==> src/rtl/arc4_prga.sv <==
// ARC4 pseudo-random generation / decryption stage.
// Reads a length-prefixed ciphertext from CT memory, walks the already keyed S table and
// writes the length-prefixed plaintext to PT memory. All memories are synchronous-read
// (address in cycle n, data in cycle n+1). Every memory-facing output is a register that is
// loaded while leaving a state, so it is presented to the memory during the following state.
module arc4_prga (
  input  logic       clk,
  input  logic       rst_n,
  input  logic       en,
  output logic       rdy,
  output logic [7:0] s_addr,
  input  logic [7:0] s_rddata,
  output logic [7:0] s_wrdata,
  output logic       s_wren,
  output logic [7:0] ct_addr,
  input  logic [7:0] ct_rddata,
  output logic [7:0] pt_addr,
  output logic [7:0] pt_wrdata,
  output logic       pt_wren
);

  typedef enum logic [3:0] {
    StIdle,
    StRdLen,
    StLen,
    StRdSi,
    StWtSi,
    StRdSj,
    StWtSj,
    StWrSi,
    StWrSj,
    StRdPad,
    StWtPad,
    StWrPt
  } state_e;

  state_e     state_q;
  logic [7:0] i_q;
  logic [7:0] j_q;
  logic [7:0] k_q;
  logic [7:0] len_q;
  logic [7:0] si_q;
  logic [7:0] sj_q;
  logic [7:0] ctb_q;

  // Idle is the only state that can accept a new message.
  assign rdy = (state_q == StIdle);

  // Sequencer: nine states per byte, two extra for the length prefix.
  always_ff @(posedge clk or negedge rst_n) begin
    if (!rst_n) begin
      state_q   <= StIdle;
      i_q       <= 8'd0;
      j_q       <= 8'd0;
      k_q       <= 8'd0;
      len_q     <= 8'd0;
      si_q      <= 8'd0;
      sj_q      <= 8'd0;
      ctb_q     <= 8'd0;
      s_addr    <= 8'd0;
      s_wrdata  <= 8'd0;
      s_wren    <= 1'b0;
      ct_addr   <= 8'd0;
      pt_addr   <= 8'd0;
      pt_wrdata <= 8'd0;
      pt_wren   <= 1'b0;
    end else begin
      // Write strobes are single-cycle pulses unless a state below re-arms them.
      s_wren  <= 1'b0;
      pt_wren <= 1'b0;
      unique case (state_q)
        StIdle: begin
          if (en) begin
            i_q     <= 8'd0;
            j_q     <= 8'd0;
            k_q     <= 8'd1;
            ct_addr <= 8'd0;
            state_q <= StRdLen;
          end
        end
        StRdLen: state_q <= StLen;
        StLen: begin
          len_q     <= ct_rddata;
          pt_addr   <= 8'd0;
          pt_wrdata <= ct_rddata;
          pt_wren   <= 1'b1;
          state_q   <= (ct_rddata == 8'd0) ? StIdle : StRdSi;
        end
        StRdSi: begin
          i_q     <= i_q + 8'd1;
          s_addr  <= i_q + 8'd1;
          ct_addr <= k_q;
          state_q <= StWtSi;
        end
        StWtSi: state_q <= StRdSj;
        StRdSj: begin
          si_q    <= s_rddata;
          ctb_q   <= ct_rddata;
          j_q     <= j_q + s_rddata;
          s_addr  <= j_q + s_rddata;
          state_q <= StWtSj;
        end
        StWtSj: state_q <= StWrSi;
        StWrSi: begin
          sj_q     <= s_rddata;
          s_addr   <= i_q;
          s_wrdata <= s_rddata;
          s_wren   <= 1'b1;
          state_q  <= StWrSj;
        end
        StWrSj: begin
          s_addr   <= j_q;
          s_wrdata <= si_q;
          s_wren   <= 1'b1;
          state_q  <= StRdPad;
        end
        StRdPad: begin
          // Natural 8-bit wrap of the pad index.
          s_addr  <= si_q + sj_q;
          state_q <= StWtPad;
        end
        StWtPad: state_q <= StWrPt;
        StWrPt: begin
          pt_addr   <= k_q;
          pt_wrdata <= s_rddata ^ ctb_q;
          pt_wren   <= 1'b1;
          // Compare before incrementing so L=255 finishes without k wrapping.
          if (k_q == len_q) begin
            state_q <= StIdle;
          end else begin
            k_q     <= k_q + 8'd1;
            state_q <= StRdSi;
          end
        end
        default: state_q <= StIdle;
      endcase
    end
  end

endmodule

==> config.mk <==
export PLATFORM = sky130hd
export DESIGN_NAME = arc4_prga
export DESIGN_NICKNAME = d
export VERILOG_FILES = /design/src/rtl/arc4_prga.sv
export SDC_FILE = /design/constraint.sdc
export NUM_CORES = 1
export LEC_CHECK = 0
export BUFFER_PORTS_ARGS = -buffer_cell sky130_fd_sc_hd__buf_2
export CAP_MARGIN = 20
export CORE_AREA = 2 2 114 88
export DETAILED_ROUTE_END_ITERATION = 10
export DIE_AREA = 0 0 116 90
export GPL_ROUTABILITY_DRIVEN = 0
export HOLD_SLACK_MARGIN = 0.15
export PLACE_DENSITY_LB_ADDON = 0.05
export SYNTH_ARGS = -nofsm -noshare
export SYNTH_HDL_FRONTEND = slang
export SYNTH_SLANG_ARGS = --single-unit
export TNS_END_PERCENT = 30
==> constraint.sdc <==
create_clock -name clk -period 3 [get_ports clk]
set_input_delay 0.45 -clock clk [delete_from_list [all_inputs] [get_ports clk]]
set_output_delay 0.45 -clock clk [all_outputs]
set_load 0.01 [all_outputs]
---- Word-level counts from Yosys, hierarchy flattened ----
Cells that the tools add are included.
storage, ports and cells
  bits in latches ......................... 0
  bits in read-only memories .............. 0
  input bits .............................. 19
  logic and storage cells ................. 64
  register bits ........................... 102
  bits in writable memories ............... 0
  memories ................................ 0
  output and inout port bits .............. 43
operators by class
  eq/ne operators ......................... 14
  order comparisons ....................... 0
  bitwise logic cells ..................... 1
  multipliers ............................. 0
  div/mod/pow operators ................... 0
  shifts and indexed selects .............. 0
  mux-type cells .......................... 17
  add/sub/neg operators ................... 4
  reduce and logical (&&, ||, !) cells .... 13
operators with widths
  kind                                                                    count
  8-bit case mux with 2 select lines                                      7
  4-bit case mux with 12 select lines                                     1
  8-bit case mux with 5 select lines                                      1
  8-bit two-way mux                                                       3
  8-bit by 1-bit adder with 8-bit output (second input constant)          2
  8-bit adder                                                             2
  4-bit by 3-bit equality test with 1-bit output (second input constant)  4
  4-bit equality test (second input constant)                             4
  2-bit nonzero test                                                      5
  4-bit by 2-bit equality test with 1-bit output (second input constant)  2
  8-bit equality test                                                     1
  8-bit zero test                                                         1
  8-bit bitwise XOR                                                       1
  5-bit nonzero test                                                      1
  4-bit by 1-bit equality test with 1-bit output (second input constant)  1
  4-bit zero test                                                         1
  2-bit two-way mux                                                       2
  4-bit two-way mux                                                       1
  2-bit != test (second input constant)                                   2
  2-bit AND reduction                                                     2
  2-bit OR reduction                                                      2
  3-bit AND reduction                                                     1
  1-bit two-way mux                                                       2

---- Logic depth before layout (Yosys ltp) ----
Gate-level depths: netlist (run 1).
  depth after elaboration ................. 3
  mapped depth ............................ 8
  gate-level depth less buffers ........... 8

---- Least setup slack after synthesis (run 1) ----
Ideal clock, no wire load.
  path type ............................... input-to-reg
  start point ............................. input s_rddata[0]
  end point ............................... register s_addr[6]
  data arrival time ....................... 2.019 ns
  setup time .............................. 0.128 ns
  data required time ...................... 2.872 ns
  path buffers ............................ 0
  cell stages on the path ................. 8
  setup slack ............................. 0.853 ns
  path through ............................ ha_1 > fa_1 > a211oi_2 > o21bai_1 > a21oi_1 > xnor2_1 > a221oi_1 > o21ai_1
between the ends
  cells in the longest elaborated chain, start to end .. 2
ends and longest elaborated chain
  item                                line  RTL
  start, declared                     12    input logic [7:0] s_rddata,
  8-bit adder                         100   s_addr <= j_q + s_rddata;
  8-bit case mux with 5 select lines  71    unique case (state_q)
  end signal, assigned                100
  end signal, assigned                106   s_addr <= i_q;
  end signal, assigned                112   s_addr <= j_q;
  end, declared                       11    output logic [7:0] s_addr,
Every way passes these cells.
A chain may end at the register's enable or synchronous reset.

---- Final worst setup path (run 1) ----
  start point ............................. register j_q[0]
  end point ............................... register s_addr[6]
between the ends
  cells in the longest elaborated chain, start to end .. 2
ends and longest elaborated chain
  item                                line  RTL
  start, declared                     39    logic [7:0] j_q;
  start signal, assigned              99    j_q <= j_q + s_rddata;
  8-bit adder                         100
  8-bit case mux with 5 select lines  71
Every way passes these cells.

==> results of run 1 <==
[area by class of cell]
type                            instances  area, µm²  share of cell area [%]
Tap cell                              132        165                    2.74
Sequential cell                       102       2550                    42.4
Inverter                               15       56.3                   0.934
Clock inverter                          7        104                    1.72
Multi-Input combinational cell        419       2520                    41.9
Clock buffer                            9        225                    3.74
Timing Repair Buffer                   71        398                    6.60
[stage by stage]
stage               power [µW]  hold slack [ps]  setup WS (ps)
finish                    6750              334            654
floorplan                 4560              154            853
CTS                       6750              325            706
global placement          5340              423            629
detailed placement        5450              425            511
global route              7300              332            517
[worst max path at each step]
stage                      from        end  slack [ps]
floorplan           s_rddata[0]  s_addr[6]         850
global placement    s_rddata[0]  s_addr[6]         630
detailed placement  s_rddata[0]  s_addr[6]         510
CTS                      j_q[0]  s_addr[6]         710
global route             j_q[0]  s_addr[6]         520
finish                   j_q[0]  s_addr[6]         650
[Yosys cell counts, types with 2 or more instances]
cell type,number
a222oi_1,8
nor3_1,8
nand4_1,4
nand3_1,14
nor4_1,2
and3_1,5
a221oi_1,6
o21bai_1,4
o21ai_0,9
o21ai_1,18
a31oi_1,7
nor2b_1,5
xor2_1,11
nand2_1,139
a211oi_1,5
o22ai_1,2
o211ai_1,3
o31a_1,2
nor2_4,2
a21oi_1,24
a21boi_1,2
nand2b_1,4
fa_1,2
clkbuf_1,4
and2_1,3
a211oi_2,3
ha_1,16
a22o_1,15
buf_4,5
buf_2,18
inv_1,15
dfrtp_1,102
a21o_1,7
nor2_1,40
xnor2_1,26
nand2_2,2
[metal layers]
| metal | wire length [µm] | vias up |
|---|---|---|
| li1 | - | 2061 |
| met2 | 5520 | 151 |
| met1 | 6460 | 2094 |
| met4 | 100 | 0 |
| met5 | 0 | - |
| met3 | 903 | 11 |
[worst min-delay path, stage by stage]
cell     delay (ps)
buf_2           100
nand2_1          50
nand2_1          50
[kinds of logic after synthesis]
kind of cell    count (synthesis)
buf+inv                        42
flops                         102
mux                             2
simple gates                  237
compound gates                125
xor+xnor                       37
fa+ha+maj                      18
[power breakdown]
group          switching (µW)  internal (µW)  total [µW]  leakage [µW]
combinational            1750           1260        3000       0.00156
clock                     536            745        1280      0.000161
sequential                538           1920        2460       0.00131
total                    2820           3930        6750       0.00304
[what timing repair did]
item,in CTS,in global routing
hold endpoints to repair,32,0
endpoints found under the setup margin,0,0
hold buffers,1,0
==> flow_results.xml, run 1 <==
<?xml version="1.0" encoding="UTF-8"?>
<metrics>
  <group name="pwr">
    <metric name="power.leakage" unit="µW">0.00304</metric>
    <metric name="peakVddDrop" unit="mV">0.621</metric>
    <metric name="p_per_area" unit="nW/µm²">1120</metric>
  </group>
  <group name="timing">
    <metric name="slew-limit-headroom" unit="%">50.4</metric>
    <metric name="setup_viol_count_final" unit="">0</metric>
    <metric name="rsz0062_at_grt" unit="">false</metric>
    <metric name="layout_worst_path_cycle_share" unit="%">78.2</metric>
    <metric name="worst_pin_slew" unit="ps">742</metric>
    <metric name="maxClockFrequency" unit="MHz">426</metric>
    <metric name="clock-skew-final" unit="ps">7.56</metric>
    <metric name="minimum_clock_period_after_layout" unit="ps">2350</metric>
    <metric name="fin_tns_setup" unit="ps">0</metric>
    <metric name="final_hold_viol_count" unit="">0</metric>
    <metric name="drv_slew" unit="">0</metric>
  </group>
  <group name="global_routing">
    <metric name="met3_usage" unit="%">6.20</metric>
    <metric name="first_global_vias" unit="">4131</metric>
    <metric name="globalRouteMet2Util" unit="%">37.9</metric>
    <metric name="grt_most_used_layer" unit="">met1</metric>
    <metric name="grt_util_met1" unit="%">41.5</metric>
    <metric name="track_usage" unit="%">26.7</metric>
    <metric name="grt_first_pass_wirelength" unit="µm">21600</metric>
    <metric name="grt_max_degree" unit="">48</metric>
    <metric name="sum_of_overflow_across_all_layers_after_global_routing" unit="">0</metric>
    <metric name="antenna_found_initial" unit="">0</metric>
  </group>
  <group name="die">
    <metric name="dieArea" unit="µm²">10400</metric>
    <metric name="rows" unit="">31</metric>
    <metric name="die_y_extent" unit="µm">90</metric>
    <metric name="core_area" unit="µm²">9390</metric>
    <metric name="die_x" unit="µm">116</metric>
    <metric name="floorplan.initialDensity" unit="%">56.2</metric>
    <metric name="io_pins" unit="">62</metric>
  </group>
  <group name="cells_and_area">
    <metric name="design.final.nets" unit="">655</metric>
    <metric name="n_fill_cell" unit="">826</metric>
    <metric name="postLayoutCoreUtil" unit="%">64.2</metric>
    <metric name="mostFrequentLayoutCell" unit="">nand2_1</metric>
    <metric name="finish.instance_area" unit="µm²">6030</metric>
    <metric name="syn2layout_area_growth" unit="%">14.3</metric>
    <metric name="num_antenna_cells" unit="">0</metric>
    <metric name="post_route_cells_drive_above_1_share" unit="%">16.4</metric>
    <metric name="instances_no_fill" unit="">755</metric>
    <metric name="layout_common_cells" unit="">nand2_1 (139), dfrtp_1 (102), buf_2 (60)</metric>
  </group>
  <group name="route">
    <metric name="route.final.wire_length" unit="µm">13000</metric>
    <metric name="number_of_remaining_drc_errors" unit="">0</metric>
    <metric name="drtPass1Iterations" unit="">7</metric>
    <metric name="drt_iter0_drc" unit="">458</metric>
    <metric name="route.detailed.vias_per_inst" unit="">5.72</metric>
    <metric name="routed-via-count" unit="">4317</metric>
    <metric name="antenna_left" unit="">0</metric>
    <metric name="wl_per_cell" unit="µm">17.2</metric>
  </group>
  <group name="worst_setup_path">
    <metric name="crit_arrival" unit="ps">2570</metric>
    <metric name="setup.worst_path.start_class" unit="">flip-flop</metric>
    <metric name="max_stage_delay" unit="ps">450</metric>
    <metric name="critical_path.n_buffers_inverters" unit="">0</metric>
    <metric name="path_class" unit="">flip-flop to flip-flop</metric>
    <metric name="timing.critical_path.fanout_max" unit="">3</metric>
    <metric name="reg2reg_to" unit="">s_addr[6]</metric>
    <metric name="cpMaxStageDelayCell" unit="">fa_1</metric>
    <metric name="worstSetupPathDepth" unit="">8</metric>
    <metric name="cp_data_required_time" unit="ps">3220</metric>
    <metric name="path_delay_family" unit="">compound AO/OA/AOI/OAI gates</metric>
    <metric name="ff2ff_path_depth" unit="">8</metric>
    <metric name="crit_path_end_kind" unit="">flip-flop</metric>
    <metric name="reg2reg_from" unit="">j_q[0]</metric>
    <metric name="path_cells" unit="">ha_1 -&gt; fa_1 -&gt; a211oi_2 -&gt; o21bai_1 -&gt; a21oi_1 -&gt; xnor2_1 -&gt; a221oi_1 -&gt; o21ai_1</metric>
    <metric name="rrSetupSlack" unit="ps">650</metric>
  </group>
  <group name="cts">
    <metric name="clock_tree.root_cell" unit="">clkbuf_16</metric>
    <metric name="cts_inserted_buffers" unit="">9</metric>
    <metric name="cts.htree.levels" unit="">3</metric>
    <metric name="insertion_delay" unit="ps">350</metric>
    <metric name="cts_resized" unit="">0</metric>
    <metric name="clockBufferDepth" unit="">2</metric>
    <metric name="post_cts.repair.setup_buffers" unit="">0</metric>
    <metric name="path_clk_slew" unit="ps">70</metric>
    <metric name="cts_num_sinks" unit="">102</metric>
    <metric name="tritoncts_clock_tree" unit="">built</metric>
  </group>
  <group name="synthesis">
    <metric name="synth_fp_nets" unit="">600</metric>
    <metric name="postSynthCellCount" unit="">563</metric>
    <metric name="synthSimpleGateAreaFrac" unit="%">19.8</metric>
    <metric name="synth_mux_area_share" unit="%">0.404</metric>
    <metric name="ys_dominant_reg_cell" unit="">dfrtp_1</metric>
    <metric name="synth_top_family_by_area" unit="">simple AND/OR/NAND/NOR gates</metric>
    <metric name="synth.distinct_cells" unit="">57</metric>
    <metric name="synthXorXnorAreaFrac" unit="%">6.15</metric>
    <metric name="synth.area.top_cells" unit="">dfrtp_1 (48%), nand2_1 (9.9%), xnor2_1 (4.3%)</metric>
    <metric name="yosys.area_share.adder" unit="%">4.56</metric>
    <metric name="synth-async-reset-ratio" unit="%">100</metric>
    <metric name="synth_top_area_share" unit="%">48.4</metric>
    <metric name="ys_seq_elements" unit="">102</metric>
    <metric name="synth.largest_area_cell" unit="">dfrtp_1</metric>
    <metric name="syn-cell-area" unit="µm²">5270</metric>
    <metric name="synth.avg_cell_area" unit="µm²">9.36</metric>
    <metric name="synth_warnings" unit="">0</metric>
    <metric name="synth_edf_count" unit="">0</metric>
    <metric name="fraction_of_the_mapped_netlist_area_in_compound_gates" unit="%">16.9</metric>
    <metric name="synth_seq_area_share" unit="%">48.4</metric>
  </group>
  <group name="worst_hold_path">
    <metric name="min_from" unit="">ct_rddata[6]</metric>
    <metric name="worst_hold_path_type" unit="">primary input to flip-flop</metric>
    <metric name="hold-path-endpoint" unit="">ctb_q[6]</metric>
    <metric name="whs_path_depth" unit="">3</metric>
  </group>
  <group name="place">
    <metric name="placed_area" unit="µm²">5690</metric>
    <metric name="hpwlAfterDp" unit="µm">9360</metric>
    <metric name="portBuffers" unit="">61</metric>
    <metric name="dpl.cell_count" unit="">738</metric>
  </group>
  <group name="flow_run">
    <metric name="cap_viol_max_count" unit="">0</metric>
  </group>
  <group name="outcome">
    <metric name="status" unit="">finished, final reports clean</metric>
  </group>
</metrics>
No activity file was read; power rests on OpenSTA's default activity.
==> inputs of run 2 (changes only) <==
==> constraint.sdc (replaced) <==
create_clock -name clk -period 2.2 [get_ports clk]
set_input_delay 0.33 -clock clk [delete_from_list [all_inputs] [get_ports clk]]
set_output_delay 0.33 -clock clk [all_outputs]
set_load 0.01 [all_outputs]
==> run 2 against run 1 <==
Clock power rose by 19%; first-iteration DRC count fell by 18%; non-clock buffer count rose by 21; sequential share of layout area fell by 0.86 points; clock skew rose by 2.3 ps; die area did not move; power rose by 37%; critical endpoint is now s_addr[5]; largest power group unchanged.
==> flow_results.xml, run 2 (same netlist as run 1, synthesis figures left out) <==
<?xml version="1.0" encoding="UTF-8"?>
<metrics>
  <group name="cts">
    <metric name="path_clk_slew" unit="ps">70</metric>
    <metric name="cts_num_sinks" unit="">102</metric>
    <metric name="clock_tree.root_cell" unit="">clkbuf_16</metric>
    <metric name="tritoncts_clock_tree" unit="">built</metric>
    <metric name="cts.htree.levels" unit="">3</metric>
    <metric name="insertion_delay" unit="ps">350</metric>
    <metric name="clockBufferDepth" unit="">2</metric>
    <metric name="cts_inserted_buffers" unit="">9</metric>
    <metric name="post_cts.repair.setup_buffers" unit="">0</metric>
  </group>
  <group name="die">
    <metric name="io_pins" unit="">62</metric>
    <metric name="die_x" unit="µm">116</metric>
    <metric name="rows" unit="">31</metric>
    <metric name="die_y_extent" unit="µm">90</metric>
    <metric name="dieArea" unit="µm²">10400</metric>
    <metric name="floorplan.initialDensity" unit="%">56.2</metric>
    <metric name="core_area" unit="µm²">9390</metric>
  </group>
  <group name="timing">
    <metric name="fin_tns_setup" unit="ps">0</metric>
    <metric name="maxClockFrequency" unit="MHz">463</metric>
    <metric name="final.setup.worst_slack" unit="ps">42.4</metric>
    <metric name="rsz0062_at_grt" unit="">true</metric>
    <metric name="slew-limit-headroom" unit="%">60.1</metric>
    <metric name="clock-skew-final" unit="ps">9.90</metric>
    <metric name="setup_viol_count_final" unit="">0</metric>
    <metric name="layout_worst_path_cycle_share" unit="%">98.1</metric>
    <metric name="final_hold_viol_count" unit="">0</metric>
    <metric name="drv_slew" unit="">0</metric>
    <metric name="minimum_clock_period_after_layout" unit="ps">2160</metric>
    <metric name="worst_pin_slew" unit="ps">597</metric>
  </group>
  <group name="place">
    <metric name="hpwlAfterDp" unit="µm">9830</metric>
    <metric name="portBuffers" unit="">61</metric>
    <metric name="dpl_worst_slack" unit="ps">0.945</metric>
  </group>
  <group name="pwr">
    <metric name="power.leakage" unit="µW">0.00312</metric>
    <metric name="design_power_total" unit="µW">9230</metric>
    <metric name="p_per_area" unit="nW/µm²">1500</metric>
    <metric name="peakVddDrop" unit="mV">0.753</metric>
  </group>
  <group name="worst_hold_path">
    <metric name="worst_hold_path_type" unit="">primary input to flip-flop</metric>
  </group>
  <group name="cells_and_area">
    <metric name="n_fill_cell" unit="">815</metric>
    <metric name="design.final.nets" unit="">676</metric>
    <metric name="layout_common_cells" unit="">nand2_1 (139), dfrtp_1 (101), buf_2 (61)</metric>
    <metric name="ff_latch_area" unit="µm²">2550</metric>
    <metric name="mostFrequentLayoutCell" unit="">nand2_1</metric>
    <metric name="post_route_cells_drive_above_1_share" unit="%">19.9</metric>
    <metric name="syn2layout_area_growth" unit="%">16.7</metric>
    <metric name="multi_input_area" unit="µm²">2540</metric>
    <metric name="num_antenna_cells" unit="">0</metric>
  </group>
  <group name="worst_setup_path">
    <metric name="cpMaxStageDelayCell" unit="">or4b_1</metric>
    <metric name="path_class" unit="">flip-flop to flip-flop</metric>
    <metric name="setup.worst_path.start_class" unit="">flip-flop</metric>
    <metric name="crit_arrival" unit="ps">2440</metric>
    <metric name="critical_path.n_buffers_inverters" unit="">0</metric>
    <metric name="path_cells" unit="">ha_1 -&gt; a211oi_2 -&gt; nor2_2 -&gt; or4b_1 -&gt; o31a_1 -&gt; o221ai_2 -&gt; a22o_1</metric>
    <metric name="path_delay_family" unit="">compound AO/OA/AOI/OAI gates</metric>
    <metric name="timing.critical_path.fanout_max" unit="">4</metric>
    <metric name="max_stage_delay" unit="ps">480</metric>
    <metric name="crit_path_end_kind" unit="">flip-flop</metric>
    <metric name="cp_data_required_time" unit="ps">2480</metric>
  </group>
  <group name="flow_run">
    <metric name="cap_viol_max_count" unit="">0</metric>
  </group>
  <group name="route">
    <metric name="wl_per_cell" unit="µm">17.2</metric>
    <metric name="antenna_left" unit="">0</metric>
    <metric name="drtPass1Iterations" unit="">4</metric>
    <metric name="route.detailed.vias_per_inst" unit="">5.67</metric>
    <metric name="routed-via-count" unit="">4391</metric>
    <metric name="route.final.wire_length" unit="µm">13400</metric>
    <metric name="drt_iter0_drc" unit="">374</metric>
    <metric name="number_of_remaining_drc_errors" unit="">0</metric>
  </group>
  <group name="global_routing">
    <metric name="antenna_found_initial" unit="">0</metric>
    <metric name="first_global_vias" unit="">4135</metric>
    <metric name="track_usage" unit="%">27.3</metric>
    <metric name="sum_of_overflow_across_all_layers_after_global_routing" unit="">0</metric>
    <metric name="grt_max_degree" unit="">45</metric>
    <metric name="grt_first_pass_wirelength" unit="µm">22100</metric>
  </group>
  <group name="outcome">
    <metric name="status" unit="">finished, final reports clean</metric>
  </group>
</metrics>
run 2: where the power goes:
part,internal [µW],switching [µW]
logic,1880,2510
clock network,804,716
registers,2630,683
total,5320,3910
run 2: final timing paths:
path	slack (ps)	cells past startpoint	start	endpoint
worst max register to register	40	7	sj_q[1]	s_addr[5]
worst max-delay path	40	7	sj_q[1]	s_addr[5]
max in group asynchronous	990	3	rst_n	sj_q[5]
worst min-delay path	210	3	ct_rddata[6]	ctb_q[6]
min in group asynchronous	520	2	rst_n	s_addr[0]
worst min register to register	480	2	sj_q[3]	sj_q[3]
run 2: worst register-to-register path: cells and delay by family, from the launching register on:
kind            cells  cell delay, ps
flops               1             430
compound gates      4             760
fa+ha+maj           1             330
simple gates        2             580
run 2: final cells by class:
cell class                      count  share of cell area, %
Multi-Input combinational cell    419                   41.3
Clock inverter                      5                  0.691
Inverter                           15                  0.915
Clock buffer                       10                   3.88
Sequential cell                   102                   41.5
Timing Repair Buffer               92                   8.99
Tap cell                          132                   2.68
run 2: repair_timing:
action,4_1_cts,5_1_grt
hold buffers,1,0
setup endpoints to repair,0,16
hold endpoints to repair,37,0
gates resized for setup,0,6
run 2: per-layer routing:
metal / wire length, µm / GRT usage (%) / vias to the layer above
li1: - / - / 2106
met1: 6770 / 44.6 / 2121
met2: 5570 / 37.0 / 150
met3: 861 / 4.86 / 14
met4: 163 / 7.44 / 0
met5: 0 / 0 / -
run 2: through the flow:
stage | util, % | cell area, µm² | instances | hold WS, ps
after floorplan | - | 5270 | 563 | 34.4
after global placement | 62.2 | 5840 | 758 | 346
after detailed placement | 62.2 | 5840 | 758 | 358
after CTS | 65.3 | 6130 | 774 | 199
after global routing | 65.6 | 6150 | 775 | 210
final | 65.6 | 6150 | 775 | 209
